$ cat config.mk
export PLATFORM = sky130hd
export DESIGN_NAME = l_class_oc_heard_arbiter
export DESIGN_NICKNAME = d
export VERILOG_FILES = /design/src/rtl/l_class_oc_heard_arbiter_pkg.sv /design/src/rtl/l_class_oc_heard_arbiter_fifo.sv /design/src/rtl/l_class_oc_heard_arbiter.sv
export SDC_FILE = /design/constraint.sdc
export NUM_CORES = 1
export LEC_CHECK = 0
export ABC_CLOCK_PERIOD_IN_PS = 2700
export CAP_MARGIN = 10
export CORE_AREA = 2 2 263 265
export DETAILED_ROUTE_END_ITERATION = 8
export DIE_AREA = 0 0 265 267
export SYNTH_ARGS = -nofsm -noshare
export SYNTH_HDL_FRONTEND = slang
export SYNTH_SLANG_ARGS = --single-unit
$ cat constraint.sdc
create_clock -name CLK -period 2.7 [get_ports CLK]
set_input_delay 0.405 -clock CLK [delete_from_list [all_inputs] [get_ports CLK]]
set_output_delay 0.405 -clock CLK [all_outputs]
set_load 0.05 [all_outputs]
$ cat src/rtl/l_class_oc_heard_arbiter_pkg.sv
// rtl/l_class_oc_heard_arbiter_pkg.sv - shared sizes and call record for the heard arbiter
package l_class_oc_heard_arbiter_pkg;

    localparam int NREQ  = 4;
    localparam int DEPTH = 2;
    localparam int W     = 32;

    localparam int SRC_W = $clog2(NREQ);
    localparam int PTR_W = $clog2(DEPTH);
    localparam int CNT_W = $clog2(DEPTH + 1);

    typedef struct packed {
        logic [W-1:0] meth;
        logic [W-1:0] v;
    } heard_call_t;

endpackage

$ cat src/rtl/l_class_oc_heard_arbiter_fifo.sv
// rtl/l_class_oc_heard_arbiter_fifo.sv - DEPTH-entry heard_call_t FIFO with full/empty/count
module l_heard_fifo
    import l_class_oc_heard_arbiter_pkg::*;
(
    input  logic             clk,
    input  logic             rst_n,
    input  logic             push,
    input  logic             pop,
    input  heard_call_t      wdata,
    output heard_call_t      rdata,
    output logic             full,
    output logic             empty,
    output logic [CNT_W-1:0] count
);

    heard_call_t      mem_q [DEPTH];
    heard_call_t      mem_d [DEPTH];
    logic [PTR_W-1:0] wr_ptr_q, wr_ptr_d;
    logic [PTR_W-1:0] rd_ptr_q, rd_ptr_d;
    logic [CNT_W-1:0] count_q, count_d;
    logic             do_push, do_pop;

    function automatic logic [PTR_W-1:0] ptr_inc(input logic [PTR_W-1:0] p);
        return (p == PTR_W'(DEPTH - 1)) ? '0 : p + 1'b1;
    endfunction

    assign full  = (count_q == CNT_W'(DEPTH));
    assign empty = (count_q == '0);
    assign count = count_q;
    assign rdata = mem_q[rd_ptr_q];

    // Guards are repeated here so the FIFO stays safe if a caller ignores full/empty.
    always_comb begin
        do_push  = push & ~full;
        do_pop   = pop & ~empty;
        mem_d    = mem_q;
        wr_ptr_d = wr_ptr_q;
        rd_ptr_d = rd_ptr_q;
        count_d  = count_q;
        if (do_push) begin
            mem_d[wr_ptr_q] = wdata;
            wr_ptr_d        = ptr_inc(wr_ptr_q);
        end
        if (do_pop) begin
            rd_ptr_d = ptr_inc(rd_ptr_q);
        end
        case ({do_push, do_pop})
            2'b10:   count_d = count_q + 1'b1;
            2'b01:   count_d = count_q - 1'b1;
            default: count_d = count_q;
        endcase
    end

    always_ff @(posedge clk or negedge rst_n) begin
        if (!rst_n) begin
            for (int i = 0; i < DEPTH; i++) begin
                mem_q[i] <= '0;
            end
            wr_ptr_q <= '0;
            rd_ptr_q <= '0;
            count_q  <= '0;
        end else begin
            mem_q    <= mem_d;
            wr_ptr_q <= wr_ptr_d;
            rd_ptr_q <= rd_ptr_d;
            count_q  <= count_d;
        end
    end

endmodule

$ cat src/rtl/l_class_oc_heard_arbiter.sv
// rtl/l_class_oc_heard_arbiter.sv - round-robin merge of NREQ heard callers onto one registered output
module l_class_oc_heard_arbiter
    import l_class_oc_heard_arbiter_pkg::*;
(
    input  logic              CLK,
    input  logic              nRST,
    input  logic [NREQ-1:0]   req_heard_ena,
    input  logic [NREQ*W-1:0] req_heard_meth,
    input  logic [NREQ*W-1:0] req_heard_v,
    output logic [NREQ-1:0]   req_heard_rdy,
    output logic              indication_heard_ena,
    output logic [W-1:0]      indication_heard_meth,
    output logic [W-1:0]      indication_heard_v,
    input  logic              indication_heard_rdy,
    output logic [SRC_W-1:0]  grant_src,
    output logic              busy
);

    logic [NREQ-1:0]  q_full, q_empty, q_push, q_pop;
    logic [CNT_W-1:0] q_count [NREQ];
    heard_call_t      q_rdata [NREQ];

    heard_call_t      out_call_q, out_call_d;
    logic             out_valid_q, out_valid_d;
    logic [SRC_W-1:0] out_src_q, out_src_d;
    logic [SRC_W-1:0] rr_ptr_q, rr_ptr_d;

    logic             xfer, can_load, grant_hit, grant;
    logic [SRC_W-1:0] winner, idx;
    logic             any_queued;

    for (genvar gi = 0; gi < NREQ; gi++) begin : g_q
        assign q_push[gi] = req_heard_ena[gi] & ~q_full[gi];

        l_heard_fifo u_fifo (
            .clk   (CLK),
            .rst_n (nRST),
            .push  (q_push[gi]),
            .pop   (q_pop[gi]),
            .wdata ({req_heard_meth[gi*W +: W], req_heard_v[gi*W +: W]}),
            .rdata (q_rdata[gi]),
            .full  (q_full[gi]),
            .empty (q_empty[gi]),
            .count (q_count[gi])
        );
    end

    // Ready comes straight from registered fullness; a pop in the same cycle does not free a slot early.
    assign req_heard_rdy = ~q_full;

    // Round-robin search from rr_ptr; NREQ is a power of two so the index wraps for free.
    always_comb begin
        xfer      = out_valid_q & indication_heard_rdy;
        can_load  = ~out_valid_q | xfer;
        grant_hit = 1'b0;
        winner    = '0;
        idx       = '0;
        for (int k = 0; k < NREQ; k++) begin
            idx = rr_ptr_q + SRC_W'(k);
            if (!grant_hit && !q_empty[idx]) begin
                grant_hit = 1'b1;
                winner    = idx;
            end
        end
        grant = can_load & grant_hit;
        q_pop = '0;
        if (grant) begin
            q_pop[winner] = 1'b1;
        end
    end

    always_comb begin
        out_valid_d = out_valid_q;
        out_call_d  = out_call_q;
        out_src_d   = out_src_q;
        rr_ptr_d    = rr_ptr_q;
        if (grant) begin
            out_valid_d = 1'b1;
            out_call_d  = q_rdata[winner];
            out_src_d   = winner;
            rr_ptr_d    = winner + SRC_W'(1);
        end else if (xfer) begin
            out_valid_d = 1'b0;
        end
    end

    always_comb begin
        any_queued = 1'b0;
        for (int i = 0; i < NREQ; i++) begin
            any_queued = any_queued | (q_count[i] != '0);
        end
    end

    always_ff @(posedge CLK or negedge nRST) begin
        if (!nRST) begin
            out_valid_q <= 1'b0;
            out_call_q  <= '0;
            out_src_q   <= '0;
            rr_ptr_q    <= '0;
        end else begin
            out_valid_q <= out_valid_d;
            out_call_q  <= out_call_d;
            out_src_q   <= out_src_d;
            rr_ptr_q    <= rr_ptr_d;
        end
    end

    assign indication_heard_ena  = out_valid_q;
    assign indication_heard_meth = out_call_q.meth;
    assign indication_heard_v    = out_call_q.v;
    assign grant_src             = out_src_q;
    assign busy                  = out_valid_q | any_queued;

endmodule

==> impl_metrics.tcl, run 1 <==
set metrics [dict create \
    status "finished, final reports clean" \
    synthDistinctLibCells 51 \
    ant_nets 0 \
    worstSetupPathType "reg -> out" \
    tightestPinTransition_ns 0.644 \
    fin_nets 2462 \
    grtUsageTotal_pct 22.1 \
    synth_most_common_cell "dfrtp_1" \
    synth_commonest_cells "dfrtp_1, mux2_2, mux2i_1, mux2_1, clkbuf_1" \
    clock-root-buffer "clkbuf_16" \
    synth_top_area_share_pct 55.6 \
    syn_area_um2 26900 \
    numPortBuffers 334 \
    max-vdd-ir-drop_uv 849 \
    critPathMaxFanout 4 \
    rsz0062_at_grt "false" \
    dp.cells 3006 \
    synth_top_area_cell "dfrtp_1" \
    rows 96 \
    gp_congestion 0.815 \
    post-dp-hpwl_um 53900 \
    wire_per_inst_um 24.9 \
    relSlewSlack_pct 56.9 \
    crit_slowest_cell "clkdlybuf4s50_1" \
    start_util_pct 39.6 \
    setup_viol 0 \
    clk_path_buf_depth 3 \
    max_stage_delay_ns 0.87 \
    fin_tns_setup_ns 0 \
    seq_area_frac_synth_pct 55.6 \
    finalPower_uw 47700 \
    power.leakage_uw 0.0146 \
    period_share_pct 95.7 \
    die_y_um 267 \
    critPathLaunchType "register" \
    antenna_found_initial 27 \
    synth_cells 1850 \
    max_freq_mhz 387 \
    dpl_cell_area_um2 31800 \
    synthTopCellsByArea "dfrtp_1, mux2_2, mux2i_1" \
    cts.sinks 597 \
    ios 335 \
    ys_ff_latch 597 \
    synth_ff_type "dfrtp_1" \
    cp-end-kind "output pin" \
    cp.required_ns 2.30 \
    hold_path.class "in -> async" \
    yosysWarnings 0 \
    avgSynthCellArea_um2 14.5 \
    fp.dieW_um 265 \
    finalWirelength_um 78100 \
    synthToLayoutAreaGrowth_pct 27.2 \
    min_period_ns 2.58 \
    fill_cells 5792 \
    numCtsBuffers 68 \
    max-cap-violations 0 \
    clkTransAtPathRegs_ns 0.06 \
    grt_pass1_wl_um 117000 \
    power_density_nw_per_um2 1400 \
    drc 0 \
    htreeDepth 3 \
    stdcell_count 3139 \
    grt_max_degree 88 \
    first_pass_iters 5 \
    vias 17300 \
    clk_latency_ns 0.60 \
    ys_async_sr_fraction_pct 100 \
    cts_tree "done" \
    core_um2 68000 \
    crit_arrival_ns 2.18 \
    drive_gt1_share_pct 26.2 \
    hold_viol 0 \
    finish.utilization_pct 50.3 \
    crit_chain "nand2b_1 > clkdlybuf4s50_1" \
    drt_iter0_markers 1056 \
    dieArea_um2 70800 \
    fin_area_um2 34200 \
    slew_viol_final 0 \
    grt.overflow.total 0 \
    fin_skew_ns 0.0213 \
    synth_edf_count 0 \
    viasPerCell 5.51 \
    synth_fp_nets 2117 \
    grt_pass1_vias 19000 \
]
[per-stage QoR]
stage,hold WS [ns],setup WS (ns)
after floorplan,0.109,0.522
after global placement,0.340,0.0625
after detailed placement,0.339,0.00886
after CTS,0.297,0.0634
after global routing,0.334,0.0617
final,0.320,0.117
[layout by cell type (no fill, tap or decap), types with 7 or more instances in the layout]
| master | count |
|---|---|
| a211oi_1 | 64 |
| dfrtp_1 | 593 |
| bufinv_16 | 7 |
| nor4_1 | 59 |
| mux2_2 | 374 |
| xnor2_1 | 12 |
| xor2_1 | 8 |
| clkbuf_1 | 13 |
| buf_4 | 37 |
| clkbuf_8 | 14 |
| buf_12 | 37 |
| mux2i_1 | 255 |
| a221o_1 | 63 |
| clkinv_2 | 16 |
| mux2_1 | 203 |
| clkbuf_16 | 71 |
| nand2_1 | 11 |
| clkdlybuf4s50_1 | 329 |
| nor2_1 | 8 |
[flip-flops by register name, indices dropped and copies added, names as in the netlist]
register / cells
g_q.u_fifo.rd_ptr_q: 4
rr_ptr_q: 2
grant_src: 2
indication_heard_ena: 1
g_q.u_fifo.count: 8
indication_heard_v: 32
indication_heard_meth: 32
g_q.u_fifo.mem_q: 512
g_q.u_fifo.wr_ptr_q: 4
[repair_timing]
item / in CTS / in global routing
hold buffers: 1 / 0
setup endpoints to repair: 3 / 0
endpoints found under the hold margin: 31 / 0
buffers inserted: 0 / 0
gates resized for setup: 3 / 0
[critical path: cells and delay by family, from the launching register on]
family                 cells  cell delay, ns
buffers and inverters      1            0.87
DFF                        1            0.46
and+or+nand+nor            1            0.24
[power by group]
| group | switching [µW] | leakage, µW | internal [µW] |
|---|---|---|---|
| clock | 3770 | 0.00118 | 5890 |
| sequential | 2920 | 0.00705 | 13600 |
| combinational | 11200 | 0.00635 | 10300 |
| total | 17900 | 0.0146 | 29800 |
[worst paths after layout]
kind / start / end / slack (ns) / cells after the start
min reg2reg: g_q[3].u_fifo.mem_q[74] / g_q[3].u_fifo.mem_q[74] / 0.48 / 1
min in group CLK: req_heard_meth[52] / g_q[1].u_fifo.mem_q[116] / 0.43 / 2
max in group asynchronous: nRST / g_q[3].u_fifo.mem_q[25] / 1.42 / 4
max reg2reg: g_q[0].u_fifo.count[0] / indication_heard_meth[20] / 0.15 / 6
max: g_q[3].u_fifo.count[0] / req_heard_rdy[3] / 0.12 / 2
min: nRST / g_q[3].u_fifo.mem_q[120] / 0.32 / 2
[cell families (layout without fill, tap and decap cells)]
kind of cell               count (synthesis)  after routing  synth area share, %
buffers and inverters                    133            534                 2.51
adders and majority gates                  4              4                0.186
DFF                                      597            597                 55.6
xor gates and xnor gates                  20             20                0.651
and+or+nand+nor                          113            113                 2.66
AOI/OAI and AO/OA                        151            151                 4.79
other                                      0              6                    0
muxes                                    832            832                 33.7
[routing by layer]
layer	vias to the layer above	track usage [%]	part of all wire, %
li1	7641	-	-
met1	9094	28.0	42
met2	373	37.3	50
met3	135	5.20	5.6
met4	40	6.75	2.1
met5	-	0	0.33
[final cells by class]
| cell class | instances | area (µm²) | share of cell area, % |
|---|---|---|---|
| Clock buffer | 98 | 2020 | 5.90 |
| Clock inverter | 28 | 349 | 1.02 |
| Timing Repair Buffer | 408 | 4360 | 12.8 |
| Multi-Input combinational cell | 1120 | 11400 | 33.3 |
| Sequential cell | 597 | 15000 | 43.7 |
| Tap cell | 882 | 1100 | 3.23 |
| Antenna cell | 6 | 15.0 | 0.0439 |
No activity file was read; power rests on OpenSTA's default activity.
==> inputs of run 2 (changes only) <==
--- a/config.mk
+++ b/config.mk
@@ -6,10 +6,11 @@
 export NUM_CORES = 1
 export LEC_CHECK = 0
 export ABC_CLOCK_PERIOD_IN_PS = 2700
-export CAP_MARGIN = 10
+export CAP_MARGIN = 0
 export CORE_AREA = 2 2 263 265
 export DETAILED_ROUTE_END_ITERATION = 8
 export DIE_AREA = 0 0 265 267
+export DONT_BUFFER_PORTS = 1
 export SYNTH_ARGS = -nofsm -noshare
 export SYNTH_HDL_FRONTEND = slang
 export SYNTH_SLANG_ARGS = --single-unit
==> run 2 against run 1 <==
The run now ends with hold timing, slew limit left. Setup slack better by 0.035 ns. First-iteration DRC count down 13%. Largest cell class unchanged. Final cell count down 3.1%. Sequential share of layout area up 1.4 points. Critical path depth up 1. Flip-flop and latch count unchanged. Combinational power down 14%. Worst hold slack worse by 0.79 ns. Clock skew down 0.0027 ns.
==> impl_metrics.tcl, run 2 (synthesis gave the netlist of run 1 again) <==
set metrics [dict create \
    status "complete, but fails checks" \
    violations "hold timing, slew limit" \
    max_freq_mhz 393 \
    rsz0062_at_grt "false" \
    clkTransAtPathRegs_ns 0.05 \
    synthToLayoutAreaGrowth_pct 23.2 \
    r2r-end "g_q[2].u_fifo.count[1]" \
    clock-root-buffer "clkbuf_16" \
    grt_pass1_wl_um 116000 \
    gp_congestion 0.787 \
    finish.utilization_pct 48.7 \
    stdcell_count 3043 \
    antenna_found_initial 12 \
    max-vdd-ir-drop_uv 928 \
    critPathLaunchType "register" \
    dieArea_um2 70800 \
    ios 335 \
    htreeDepth 3 \
    mostFrequentLayoutCells "dfrtp_1, mux2_2, dlygate4sd3_1, mux2i_1, mux2_1" \
    dp.cells 2655 \
    setup_viol 0 \
    viasPerCell 5.55 \
    wire_per_inst_um 25.1 \
    ctsHoldBuffers 256 \
    relSlewSlack_pct -25.1 \
    seq_area_um2 15000 \
    drive_gt1_share_pct 26.4 \
    multi_input_area_um2 11400 \
    rr_startpoint "g_q[2].u_fifo.count[1]" \
    rows 96 \
    power_density_nw_per_um2 1410 \
    grtUsageTotal_pct 21.6 \
    max_stage_delay_ns 0.59 \
    cts_tree "done" \
    largest_reg_flops 512 \
    grt_max_degree 598 \
    fill_cells 5849 \
    finalWirelength_um 76300 \
    fin_tns_setup_ns 0 \
    rrSetupSlack_ns 0.18 \
    numPortBuffers 0 \
    crit_chain "nor2_1 > nand2_1 > or3_1" \
    crit_slowest_cell "or3_1" \
    core_um2 68000 \
    die_y_um 267 \
    numCtsBuffers 70 \
    hold_viol 597 \
    power.leakage_uw 0.0142 \
    worst-path-buf-inv 0 \
    crit_arrival_ns 2.14 \
    cp-end-kind "output pin" \
    final_common_cell "dfrtp_1" \
    cp_top_family "simple AND/OR/NAND/NOR gates" \
    clk_latency_ns 0.60 \
    fin_nets 2368 \
    top_register "g_q.u_fifo.mem_q" \
    ff2ff_path_depth 7 \
    finalPower_uw 46500 \
    drt_iter0_markers 918 \
    min_period_ns 2.55 \
    postCtsSetupBuffers 0 \
    hold_path.class "in -> async" \
    clk_path_buf_depth 3 \
    period_share_pct 94.4 \
    grt.overflow.total 0 \
    start_util_pct 39.6 \
    cp.required_ns 2.30 \
    vias 16900 \
    first_pass_iters 5 \
    max-cap-violations 0 \
    tightestPinTransition_ns 1.88 \
    grt_pass1_vias 18500 \
    slew_viol_final 429 \
    fin_skew_ns 0.0187 \
    drc 0 \
    cts.sinks 597 \
    fp.dieW_um 265 \
    ant_nets 0 \
    worstSetupPathType "reg -> out" \
    holdWs_ns -0.465 \
    critPathMaxFanout 6 \
    post-dp-hpwl_um 49400 \
]
[run 2: changes by cell type in the layout (fill, tap and decap cells not counted), sizes merged, moves of 2 or more]
| cell | before | now |
|---|---|---|
| clkdlybuf4s50 | 329 | 0 |
| buf | 75 | 56 |
| clkinvlp | 0 | 2 |
| inv | 2 | 7 |
| dlygate4sd2 | 3 | 0 |
| clkbuf | 98 | 103 |
| dlygate4sd3 | 1 | 256 |
| clkinv | 19 | 9 |
[run 2: metal layers]
metal | vias to the layer above | GRT usage, % | part of all wire, %
li1 | 7448 | - | -
met1 | 8937 | 27.4 | 43
met5 | - | 0 | 0.11
met4 | 14 | 6.26 | 2.4
met3 | 123 | 5.27 | 5.4
met2 | 362 | 36.7 | 49
[run 2: timing repair]
action / 4_1_cts / 5_1_grt
hold endpoints to repair: 1109 / 597
endpoints found under the setup margin: 0 / 3
resized for setup: 0 / 4
[run 2: stage by stage]
stage,setup slack (ns),hold WS [ns],instance area [µm²]
floorplan,0.522,0.109,26900
global placement,0.186,0.138,28200
detailed placement,0.108,0.135,28200
CTS,0.0978,-0.516,33100
global route,0.0240,-0.506,33100
finish,0.152,-0.465,33100
[run 2: layout make-up]
class	count	area share [%]
Sequential cell	597	45.2
Antenna cell	5	0.0378
Tap cell	882	3.33
Clock buffer	103	6.18
Clock inverter	24	0.967
Multi-Input combinational cell	1120	34.5
Timing Repair Buffer	312	9.84
[run 2: report_power, final]
group | switching, µW | internal, µW
sequential | 4760 | 13600
clock | 3850 | 5870
combinational | 9160 | 9290
[run 2: worst max path at each step]
| stage | from | end | slack [ns] | depth (start not counted) |
|---|---|---|---|---|
| after floorplan | g_q[1].u_fifo.count[0] | g_q[0].u_fifo.count[1] | 0.52 | 9 |
| after CTS | g_q[1].u_fifo.count[0] | indication_heard_v[1] | 0.1 | 7 |
| final | g_q[1].u_fifo.count[0] | busy | 0.15 | 3 |
| after global routing | g_q[1].u_fifo.count[0] | busy | 0.02 | 3 |
| after global placement | g_q[1].u_fifo.count[1] | indication_heard_v[1] | 0.19 | 7 |
| after detailed placement | g_q[1].u_fifo.count[0] | indication_heard_v[1] | 0.11 | 7 |
